## src/rtl/mem_arbiter_pkg.sv

```systemverilog
// Shared constants for the unified memory bus arbiter: owner/state encodings
// and the bus access-size codes.
package mem_arbiter_pkg;

    typedef enum logic [1:0] {OWN_NONE, OWN_IF, OWN_DM} ownerT;
    typedef enum logic [1:0] {ARB_IDLE, ARB_BUSY, ARB_RESP} arbStateT;

    localparam logic [2:0] SIZE_B  = 3'b000;
    localparam logic [2:0] SIZE_H  = 3'b001;
    localparam logic [2:0] SIZE_W  = 3'b010;
    localparam logic [2:0] SIZE_BU = 3'b100;
    localparam logic [2:0] SIZE_HU = 3'b101;

    // Instruction fetch is always a full word.
    localparam logic [2:0] SIZE_FETCH = SIZE_W;

endpackage

```

## src/rtl/mem_arbiter_if.sv

```systemverilog
// Single-port memory bus: the arbiter is the master, the memory is the slave.
interface mem_arbiter_if #(
    parameter int ADDR_W = 32,
    parameter int DATA_W = 32
);
    logic              mem_req;
    logic              mem_we;
    logic [2:0]        mem_size;
    logic [ADDR_W-1:0] mem_addr;
    logic [DATA_W-1:0] mem_wdata;
    logic [DATA_W-1:0] mem_rdata;
    logic              mem_ready;

    modport master (
        output mem_req, mem_we, mem_size, mem_addr, mem_wdata,
        input  mem_rdata, mem_ready
    );

    modport slave (
        input  mem_req, mem_we, mem_size, mem_addr, mem_wdata,
        output mem_rdata, mem_ready
    );
endinterface

```

## src/rtl/mem_arb_sel.sv

```systemverilog
// Winner selection between fetch and data, with a starvation counter that
// forces a fetch grant after STARVE_LIMIT consecutive data grants.
module mem_arb_sel
    import mem_arbiter_pkg::*;
#(
    parameter int STARVE_LIMIT = 4
) (
    input  logic  clk,
    input  logic  reset,
    input  logic  if_req,
    input  logic  dm_req,
    input  logic  grant_en,
    input  ownerT exclude,
    output logic  grant_if,
    output logic  grant_dm
);
    logic [3:0] starveCnt;
    logic       ifCand, dmCand, starved;

    always_comb begin
        ifCand   = grant_en && if_req && (exclude != OWN_IF);
        dmCand   = grant_en && dm_req && (exclude != OWN_DM);
        starved  = (starveCnt == 4'(STARVE_LIMIT));
        grant_if = ifCand && (!dmCand || starved);
        grant_dm = dmCand && !(ifCand && starved);
    end

    // Counts data grants taken while fetch waits; saturates at the limit.
    always_ff @(posedge clk) begin
        if (reset || !if_req || grant_if)
            starveCnt <= '0;
        else if (grant_dm && !starved)
            starveCnt <= starveCnt + 4'd1;
    end
endmodule

```

## src/rtl/mem_arbiter.sv

```systemverilog
// Shares one memory bus between fetch and data stages: latch winner, run the
// req/ready handshake, then pulse the winner's ack for one cycle.
module mem_arbiter
    import mem_arbiter_pkg::*;
#(
    parameter int ADDR_W       = 32,
    parameter int DATA_W       = 32,
    parameter int STARVE_LIMIT = 4
) (
    input  logic              clk,
    input  logic              reset,
    input  logic              if_req,
    input  logic [ADDR_W-1:0] if_addr,
    output logic [DATA_W-1:0] if_rdata,
    output logic              if_ack,
    input  logic              dm_req,
    input  logic              dm_we,
    input  logic [2:0]        dm_size,
    input  logic [ADDR_W-1:0] dm_addr,
    input  logic [DATA_W-1:0] dm_wdata,
    output logic [DATA_W-1:0] dm_rdata,
    output logic              dm_ack,
    mem_arbiter_if.master     mem,
    output logic              stall_if,
    output logic              stall_mem,
    output logic              busy
);
    typedef struct packed {
        logic              we;
        logic [2:0]        size;
        logic [ADDR_W-1:0] addr;
        logic [DATA_W-1:0] wdata;
    } busReqT;

    arbStateT state, nextState;
    ownerT    owner, exclude;
    busReqT   busReg, ifPkt, dmPkt;
    logic     grantIf, grantDm, grantEn;
    logic [DATA_W-1:0] ifRdataR, dmRdataR;

    assign grantEn = (state == ARB_IDLE) || (state == ARB_RESP);
    // The requester being acked may still hold its old req this cycle.
    assign exclude = (state == ARB_RESP) ? owner : OWN_NONE;

    mem_arb_sel #(.STARVE_LIMIT(STARVE_LIMIT)) u_sel (
        .clk      (clk),
        .reset    (reset),
        .if_req   (if_req),
        .dm_req   (dm_req),
        .grant_en (grantEn),
        .exclude  (exclude),
        .grant_if (grantIf),
        .grant_dm (grantDm)
    );

    always_comb begin
        ifPkt = '{we: 1'b0, size: SIZE_FETCH, addr: if_addr, wdata: '0};
        dmPkt = '{we: dm_we, size: dm_size, addr: dm_addr, wdata: dm_wdata};
    end

    always_ff @(posedge clk) begin
        if (reset) state <= ARB_IDLE;
        else       state <= nextState;
    end

    always_comb begin
        nextState = state;
        case (state)
            ARB_IDLE: if (grantIf || grantDm) nextState = ARB_BUSY;
            ARB_BUSY: if (mem.mem_ready)      nextState = ARB_RESP;
            ARB_RESP: nextState = (grantIf || grantDm) ? ARB_BUSY : ARB_IDLE;
            default:  nextState = ARB_IDLE;
        endcase
    end

    always_ff @(posedge clk) begin
        if (reset) begin
            owner    <= OWN_NONE;
            busReg   <= '0;
            ifRdataR <= '0;
            dmRdataR <= '0;
        end else begin
            if (grantIf) begin
                busReg <= ifPkt;
                owner  <= OWN_IF;
            end else if (grantDm) begin
                busReg <= dmPkt;
                owner  <= OWN_DM;
            end else if (state == ARB_RESP) begin
                owner  <= OWN_NONE;
            end
            if (state == ARB_BUSY && mem.mem_ready) begin
                if (owner == OWN_IF)
                    ifRdataR <= mem.mem_rdata;
                else if (owner == OWN_DM)
                    dmRdataR <= busReg.we ? '0 : mem.mem_rdata;
            end
        end
    end

    assign mem.mem_req   = (state == ARB_BUSY);
    assign mem.mem_we    = busReg.we;
    assign mem.mem_size  = busReg.size;
    assign mem.mem_addr  = busReg.addr;
    assign mem.mem_wdata = busReg.wdata;

    assign if_ack    = (state == ARB_RESP) && (owner == OWN_IF);
    assign dm_ack    = (state == ARB_RESP) && (owner == OWN_DM);
    assign if_rdata  = ifRdataR;
    assign dm_rdata  = dmRdataR;
    assign stall_if  = if_req && !if_ack;
    assign stall_mem = dm_req && !dm_ack;
    assign busy      = (state == ARB_BUSY);
endmodule

```

## src/flat_wrapper.sv

```systemverilog
// flat-port wrapper written by rule: the top's interface ports become plain ports
module mem_arbiter_flat import mem_arbiter_pkg::*;
#(
    parameter int ADDR_W       = 32,
    parameter int DATA_W       = 32,
    parameter int STARVE_LIMIT = 4
)
  (clk, reset, if_req, if_addr, if_rdata, if_ack, dm_req, dm_we, dm_size, dm_addr, dm_wdata, dm_rdata, dm_ack, stall_if, stall_mem, busy, mem_mem_req, mem_mem_we, mem_mem_size, mem_mem_addr, mem_mem_wdata, mem_mem_rdata, mem_mem_ready);
  mem_arbiter_if #(.ADDR_W(ADDR_W), .DATA_W(DATA_W)) mem_i ();
  input  logic clk;
  input  logic reset;
  input  logic if_req;
  input  logic [ADDR_W-1:0] if_addr;
  output logic [DATA_W-1:0] if_rdata;
  output logic if_ack;
  input  logic dm_req;
  input  logic dm_we;
  input  logic [2:0] dm_size;
  input  logic [ADDR_W-1:0] dm_addr;
  input  logic [DATA_W-1:0] dm_wdata;
  output logic [DATA_W-1:0] dm_rdata;
  output logic dm_ack;
  output logic stall_if;
  output logic stall_mem;
  output logic busy;
  output wire logic [$bits(mem_i.mem_req)-1:0] mem_mem_req;
  output wire logic [$bits(mem_i.mem_we)-1:0] mem_mem_we;
  output wire logic [$bits(mem_i.mem_size)-1:0] mem_mem_size;
  output wire logic [$bits(mem_i.mem_addr)-1:0] mem_mem_addr;
  output wire logic [$bits(mem_i.mem_wdata)-1:0] mem_mem_wdata;
  input wire logic [$bits(mem_i.mem_rdata)-1:0] mem_mem_rdata;
  input wire logic [$bits(mem_i.mem_ready)-1:0] mem_mem_ready;
  assign mem_mem_req = mem_i.mem_req;
  assign mem_mem_we = mem_i.mem_we;
  assign mem_mem_size = mem_i.mem_size;
  assign mem_mem_addr = mem_i.mem_addr;
  assign mem_mem_wdata = mem_i.mem_wdata;
  assign mem_i.mem_rdata = mem_mem_rdata;
  assign mem_i.mem_ready = mem_mem_ready;
  mem_arbiter #(.ADDR_W(ADDR_W), .DATA_W(DATA_W), .STARVE_LIMIT(STARVE_LIMIT)) u_core (.clk(clk), .reset(reset), .if_req(if_req), .if_addr(if_addr), .if_rdata(if_rdata), .if_ack(if_ack), .dm_req(dm_req), .dm_we(dm_we), .dm_size(dm_size), .dm_addr(dm_addr), .dm_wdata(dm_wdata), .dm_rdata(dm_rdata), .dm_ack(dm_ack), .mem(mem_i), .stall_if(stall_if), .stall_mem(stall_mem), .busy(busy));
endmodule
```

## config.mk

```make
export PLATFORM = sky130hd
export DESIGN_NAME = mem_arbiter_flat
export DESIGN_NICKNAME = d
export VERILOG_FILES = /design/src/rtl/mem_arbiter_pkg.sv /design/src/rtl/mem_arbiter_if.sv /design/src/rtl/mem_arb_sel.sv /design/src/rtl/mem_arbiter.sv /design/src/flat_wrapper.sv
export SDC_FILE = /design/constraint.sdc
export NUM_CORES = 1
export LEC_CHECK = 0
export ABC_AREA = 1
export CAP_MARGIN = 20
export CORE_ASPECT_RATIO = 1.4
export CORE_UTILIZATION = 40
export DETAILED_ROUTE_END_ITERATION = 10
export PLACE_DENSITY = 0.78
export SETUP_SLACK_MARGIN = 0.3
export SLEW_MARGIN = 25
export SYNTH_ARGS = -nofsm -noshare
export SYNTH_HDL_FRONTEND = slang
export SYNTH_SLANG_ARGS = --single-unit
```

## constraint.sdc

```tcl
create_clock -name clk -period 4.2 [get_ports clk]
set_input_delay 1.26 -clock clk [delete_from_list [all_inputs] [get_ports clk]]
set_output_delay 1.26 -clock clk [all_outputs]
set_load 0.03 [all_outputs]
```

# Word-level counts from Yosys, hierarchy flattened
# Index checks and enable logic that the tools add are counted.
[op_classes]
n_addsub = 1
bitwise = 1
n_eq_ne = 9
reduce_logical = 32
muxes = 11
[op_table]
columns = ["cell", "count"]
rows = [
  ["$mux W66", 2],
  ["$mux W32", 1],
  ["$logic_and A1 B1 Y1", 13],
  ["$mux W2", 5],
  ["$logic_not A1 Y1", 6],
  ["$pmux W2 S3", 1],
  ["$logic_or A1 B1 Y1", 5],
  ["$add A4 B1 Y4 const B", 1],
  ["$eq A2 B1 Y1 const B", 2],
  ["$eq A2 B2 Y1 const B", 2],
  ["$eq A4 B3 Y1 const B", 1],
  ["$ne A2 B1 Y1 const B", 2],
  ["$ne A2 B2 Y1 const B", 2],
  ["$reduce_and A2 Y1", 2],
  ["$reduce_bool A2 Y1", 2],
  ["$reduce_and A3 Y1", 1],
  ["$reduce_bool A3 Y1", 1],
  ["$logic_not A2 Y1", 1],
  ["$mux W1", 2],
  ["$reduce_or A2 Y1", 1],
  ["$not A1 Y1", 1],
]
[word_totals]
ff_bits = 140

# Logic depth before layout (Yosys ltp)
# Gate-level depths: netlist of the first run.
[depth]
ltp_word = 10
ltp_mapped = 10
ltp_nobuf = 9

# Hierarchy
# From an unflattened synthesis of the first run, not the netlist that was laid out.
[unflattened]
hier_cells = 834
hier_area_um2 = 5805.6
[modules_own_cells]
columns = ["module", "instances", "cells_per_inst", "seq_area_each_um2", "area_per_inst_um2"]
rows = [
  ["mem_arbiter", 1, 778, 2722.6, 5456.5],
  ["mem_arb_sel", 1, 56, 80.1, 349.1],
]

# Worst setup path before layout of the first run
# Ideal clock, no wire load.
[synth_path]
kind = "input port to output port"
from = "input port dm_req"
to = "output port stall_mem"
stages = 2
path_buffers = 0
arrival_ns = 1.717
setup_slack_ns = 1.223
path_cell_list = "inv_1 nor2_1"
[synth_via]
elab_chain_len = 1
[synth_rtl]
columns = ["item", "line", "text"]
rows = [
  ["start: declaration", "flat_wrapper.sv:16", "input logic dm_req;"],
  ["$logic_and A1 B1 Y1", "mem_arbiter.sv:112", "assign stall_mem = dm_req && !dm_ack;"],
  ["end: declaration", "flat_wrapper.sv:24", "output logic stall_mem;"],
]
# Every way passes these cells.

# Worst setup path after layout of the first run
[layout_path]
from = "input port if_req"
to = "output port stall_if"
[layout_via]
elab_chain_len = 1
[layout_rtl]
columns = ["item", "line", "text"]
rows = [
  ["start: declaration", "flat_wrapper.sv:12", "input logic if_req;"],
  ["$logic_and A1 B1 Y1", "mem_arbiter.sv:111", "assign stall_if = if_req && !if_ack;"],
  ["end: declaration", "flat_wrapper.sv:23", "output logic stall_if;"],
]
# Every way passes these cells.

==> impl_metrics.yaml, run 1 <==
outcome:
  status: "finished, final reports clean"
floorplan:
  start_util_pct: 41.4
  io_pins: 275
  rows: 52
  die_y_um: 147
  dieWidth_um: 106
  core-area_um2: 14600
  dieArea_um2: 15600
sta:
  rsz0062_at_grt: "false"
  worst_pin_slew_ns: 0.965
  maxSlewViolCount: 0
  layout_min_cycle_time_ns: 3.47
  finalHoldViolations: 0
  setup_viol: 0
  fin_skew_ns: 0.0122
  max_clock_freq_ghz: 0.288
  slew_headroom_pct: 35.3
  period_share_pct: 82.7
  hold_slack_ns: 0.459
  tns_ns: 0
global_route:
  grt_pass1_vias: 5993
  grt_max_degree: 50
  grt_pass1_wl_mm: 30.5
  overflow: 0
  grt_usage_pct: 24.6
  antenna_found_initial: 0
placement:
  place_congestion: 0.796
  port_buffers: 274
  post-dp-hpwl_mm: 13.0
synthesis:
  synth_top_cell_by_area: "dfxtp_1"
  netlist.area_leader.share_pct: 46.5
  synth_area_leaders: "dfxtp_1 46%, nand3_1 15%, nand2_1 6.8%"
  syn_area_per_cell_um2: 7.87
  yosys.cell_count.top_type: "nand3_1"
  synthArstFlopShare_pct: 0
  ys.flop_type: "dfxtp_1"
  synth_enable_flop_cells: 0
  synth_seq_cells: 140
  ys_warn_count: 0
  synth.top_cells.by_count: "175 x nand3_1, 140 x dfxtp_1, 109 x nand2_1, 71 x nor2_1, 63 x a21oi_1"
  synth_cells: 766
  synthDistinctLibCells: 24
  synth_area_um2: 6030
  syn-num-nets: 905
  ys_seq_area_share_pct: 46.5
run:
  drv_cap: 0
cts:
  clock_latency_ns: 0.41
  cts_sinks: 140
  cts_hold_buf: 0
  numCtsBuffers: 17
  clk_path_buf_depth: 2
  cts-htree-levels: 4
  clock-root-buffer: "clkbuf_16"
  cts_tree: "built"
  post_cts_buffers: 0
  clk_pin_slew_ns: 0.06
power_and_ir_drop:
  finalPower_uw: 3730
  vdd_drop_max_mv: 0.243
  leakagePower_uw: 0.00376
  cellPowerDensity_nw_per_um2: 397
route:
  ant_nets: 0
  routed_wl_mm: 19.3
  drc: 0
  vias: 6113
  met1_length_mm: 7.69
  highest_layer: "met4"
  route.met2.wl_mm: 9.64
  viasPerCell: 5.04
  drt_iter0_markers: 344
  routedWlPerCell_um: 15.9
  met3WireLength_mm: 1.37
  drt_pass1_iterations: 4
worst_setup_path:
  cp.arrival_ns: 2.21
  rr_endpoint: "u_core.mem.mem_wdata[8]"
  cp-startpoint: "if_req"
  worst-path-max-fanout: 2
  reg2reg_from: "u_core.u_sel.starveCnt[0]"
  cp.required_ns: 2.94
  crit_path_end: "stall_if"
  reg2reg_slack_ns: 1.95
  start_kind: "input port"
  critPathKind: "input port to primary output"
  reg2reg_depth: 8
  endpoint_kind: "primary output"
layout:
  syn_to_final_growth_pct: 55.6
  final_util_pct: 64.4
  diodes: 0
  drive_gt1_share_pct: 10.9
  finalNetCount: 1150
  fill_cells: 1295
worst_hold_path:
  hp-class: "flip-flop to flip-flop"
==> sequential cells by signal, indices dropped and copies added, names as in the netlist <==
name and flops:
u_core.dm_rdata 32, u_core.if_rdata 32, u_core.mem.mem_addr 32, u_core.mem.mem_wdata 32
u_core.u_sel.starveCnt 4, u_core.mem.mem_size 3, u_core.owner 2, u_core.state 2
u_core.mem.mem_we 1
==> report_power, final <==
part	switching (uW)	internal [uW]
logic	358	288
registers	34.2	1390
clock network	586	1070
==> worst max-delay path, stage by stage <==
cell             delay [ns]
clkdlybuf4s50_1        0.52
inv_2                  0.06
nor2_1                 0.08
dlymetal6s2s_1         0.29
==> layout by cell type, fill, tap and decap left out, drive strengths merged <==
cell,instances
nor2,80
inv,51
ha,2
dfxtp,140
xor2,1
o21ai,34
dlymetal6s2s,2
clkdlybuf4s50,272
a21oi,73
nand3,207
bufinv,5
clkinvlp,1
nand2,119
buf,12
clkbuf,18
clkinv,6
==> repair_timing <==
item	in CTS	in global routing
resized for setup	0	2
endpoints found under the hold margin	0	0
setup endpoints to repair	0	2
==> layer usage <==
metal	up-vias	track usage (%)
li1	3028	-
met1	2815	28.6
met2	233	42.7
met3	37	6.52
met4	0	9.79
met5	-	0
==> worst min-delay path by stage <==
stage / slack (ns) / start / depth (start not counted) / to
6_report: 0.46 / u_core.mem.mem_wdata[2] / 2 / u_core.mem.mem_wdata[2]
5_1_grt: 0.48 / u_core.dm_rdata[19] / 2 / u_core.dm_rdata[19]
4_1_cts: 0.46 / u_core.mem.mem_wdata[7] / 2 / u_core.mem.mem_wdata[7]
3_5_place_dp: 0.45 / u_core.mem.mem_wdata[7] / 2 / u_core.mem.mem_wdata[7]
3_3_place_gp: 0.45 / u_core.mem.mem_wdata[9] / 2 / u_core.mem.mem_wdata[9]
2_1_floorplan: 0.47 / u_core.u_sel.starveCnt[3] / 2 / u_core.u_sel.starveCnt[3]
==> cell type report <==
class                           count  area (um2)  share of cell area [%]
Timing Repair Buffer              286        2840                    30.3
Sequential cell                   140        2800                    29.9
Multi-Input combinational cell    516        2660                    28.3
Clock buffer                       18         439                    4.68
Tap cell                          189         236                    2.52
Clock inverter                     13         215                    2.29
Inverter                           50         190                    2.03
==> logic make-up (layout without fill, tap and decap cells) <==
kind of cell             after synthesis  after routing  synth area share [%]
AND/OR/NAND/NOR                      406            406                  34.0
flip-flops                           140            140                  46.5
buffers and inverters                110            367                  9.40
AO/OA/AOI/OAI                        107            107                  9.51
adder cells (fa/ha/maj)                2              2                 0.415
XOR/XNOR                               1              1                 0.145
==> through the flow <==
| step | instance area [um2] | instances | setup WS [ns] |
|---|---|---|---|
| finish | 9380 | 1212 | 0.726 |
| global route | 9380 | 1212 | 0.661 |
| CTS | 9380 | 1212 | 0.312 |
| detailed placement | 8720 | 1181 | 0.314 |
| global placement | 8720 | 1181 | 0.315 |
| floorplan | 6030 | 766 | 1.22 |
Power figures use the tool's default switching activity.
==> run 2, diff against run 1 <==
- clock period: 4.2 -> 3.6 ns (I/O delays scaled with it)
==> run 2 against run 1 <==
Total power rose by 17%. Register-to-register slack got worse by 0.42 ns. Routed wire length fell by 0.56%. Count of clock-buffer cells in the layout did not move. Critical path depth did not move. First-iteration DRC count fell by 19%. Die area did not move. Worst setup slack got worse by 0.24 ns. Sequential cell count did not move. Critical path type unchanged. Largest cell class unchanged. Largest power group unchanged.
==> impl_metrics.yaml, run 2 (synthesis results as in run 1) <==
outcome:
  status: "finished, final reports clean"
layout:
  syn_to_final_growth_pct: 56.2
  final_cell_mix: "272 x clkdlybuf4s50_1, 175 x nand3_1, 140 x dfxtp_1"
  regArea_um2: 2800
  drive_gt1_share_pct: 11.0
  diodes: 0
  finalNetCount: 1148
  final_common_cell: "clkdlybuf4s50_1"
  final_util_pct: 64.6
  fill_cells: 1305
  multi_input_area_um2: 2660
cts:
  clk_pin_slew_ns: 0.06
  cts_sinks: 140
  numCtsBuffers: 17
  clock-root-buffer: "clkbuf_16"
  clock_latency_ns: 0.41
  cts-htree-levels: 4
  cts_tree: "built"
  cts_resized: 0
  clk_path_buf_depth: 2
  cts_hold_buf: 0
  post_cts_buffers: 0
power_and_ir_drop:
  vdd_drop_max_mv: 0.351
  internal_power_uw: 3210
  p_comb_share_pct: 17.5
  power_frac_seq_pct: 38.2
  p_sw_share_pct: 26.1
  cellPowerDensity_nw_per_um2: 461
  pwr-share-clk_pct: 44.3
  leakagePower_uw: 0.00376
  power_switching_uw: 1130
sta:
  max_clock_freq_ghz: 0.321
  fin_skew_ns: 0.00820
  layout_min_cycle_time_ns: 3.12
  slew_headroom_pct: 35.5
  worst_pin_slew_ns: 0.962
  maxSlewViolCount: 0
  period_share_pct: 86.6
  setup_viol: 0
  tns_ns: 0
  rsz0062_at_grt: "false"
  finalHoldViolations: 0
worst_setup_path:
  reg2reg_depth: 7
  worst-path-max-fanout: 2
  cp.required_ns: 2.52
  cp.arrival_ns: 2.04
  critPathKind: "input port to primary output"
  start_kind: "input port"
  reg2reg_from: "u_core.u_sel.starveCnt[0]"
  endpoint_kind: "primary output"
  cp-startpoint: "dm_req"
route:
  routed_wl_mm: 19.1
  vias: 6086
  drc: 0
  drt_pass1_iterations: 5
  ant_nets: 0
  drt_iter0_markers: 278
  viasPerCell: 5.03
  routedWlPerCell_um: 15.8
worst_hold_path:
  hold_depth: 2
  holdCritStartpoint: "u_core.mem.mem_wdata[7]"
  hp-class: "flip-flop to flip-flop"
floorplan:
  dieWidth_um: 106
  rows: 52
  dieArea_um2: 15600
  start_util_pct: 41.4
  io_pins: 275
  die_y_um: 147
  core-area_um2: 14600
global_route:
  grt_pass1_wl_mm: 30.2
  grt_max_degree: 38
  grt_pass1_vias: 5862
  grt_usage_pct: 24.7
  overflow: 0
  antenna_found_initial: 0
run:
  drv_cap: 0
placement:
  port_buffers: 274
  place_congestion: 0.788
  post-dp-hpwl_mm: 12.7
## run 2: cell types whose count changed in the layout (fill, tap and decap cells not counted)
cell,delta
buf_12,+5
buf_4,-5
dlymetal6s2s_1,-2
clkinv_4,+1
inv_6,-1
## run 2: path summary, 6_finish.rpt
path / end / slack [ns]
worst min-delay path: u_core.mem.mem_wdata[7] / 0.46
worst max-delay path: stall_mem / 0.48
worst max register to register: u_core.mem.mem_wdata[15] / 1.53
worst min register to register: u_core.mem.mem_wdata[7] / 0.46
## run 2: per-stage QoR
| stage | std cells | setup WS (ns) | hold WS [ns] | instance area (um2) | total power, uW |
|---|---|---|---|---|---|
| after floorplan | 766 | 0.983 | 0.468 | 6030 | 2100 |
| after global placement | 1179 | 0.501 | 0.447 | 8760 | 2450 |
| final | 1210 | 0.483 | 0.459 | 9420 | 4350 |
| after global routing | 1210 | 0.388 | 0.477 | 9420 | 4510 |
| after detailed placement | 1179 | 0.489 | 0.452 | 8760 | 2450 |
| after CTS | 1210 | 0.435 | 0.462 | 9420 | 4390 |
## run 2: layout make-up
class | count | area share [%]
Timing Repair Buffer | 284 | 30.5
Sequential cell | 140 | 29.8
Multi-Input combinational cell | 516 | 28.2
Clock buffer | 18 | 4.66
Tap cell | 189 | 2.51
Clock inverter | 13 | 2.29
Inverter | 50 | 2.02
## run 2: routing by layer
layer / track usage, % / vias up / wire, um
met5: 0 / - / 0
met4: 9.65 / 0 / 451
met3: 7.59 / 26 / 1360
met2: 42.0 / 225 / 9690
met1: 28.8 / 2816 / 7640
li1: - / 3019 / -
## run 2: critical path, cell delays in order
cell and delay (ns):
clkdlybuf4s50_1 0.45, inv_1 0.09, nor2_1 0.26, buf_12 0.16
## run 2: power groups by stage
stage	sequential [uW]	combinational [uW]	clock, uW
floorplan	1820	287	0
global placement	1690	760	0
detailed placement	1690	762	0
CTS	1660	767	1960
global route	1670	815	2030
finish	1660	762	1920
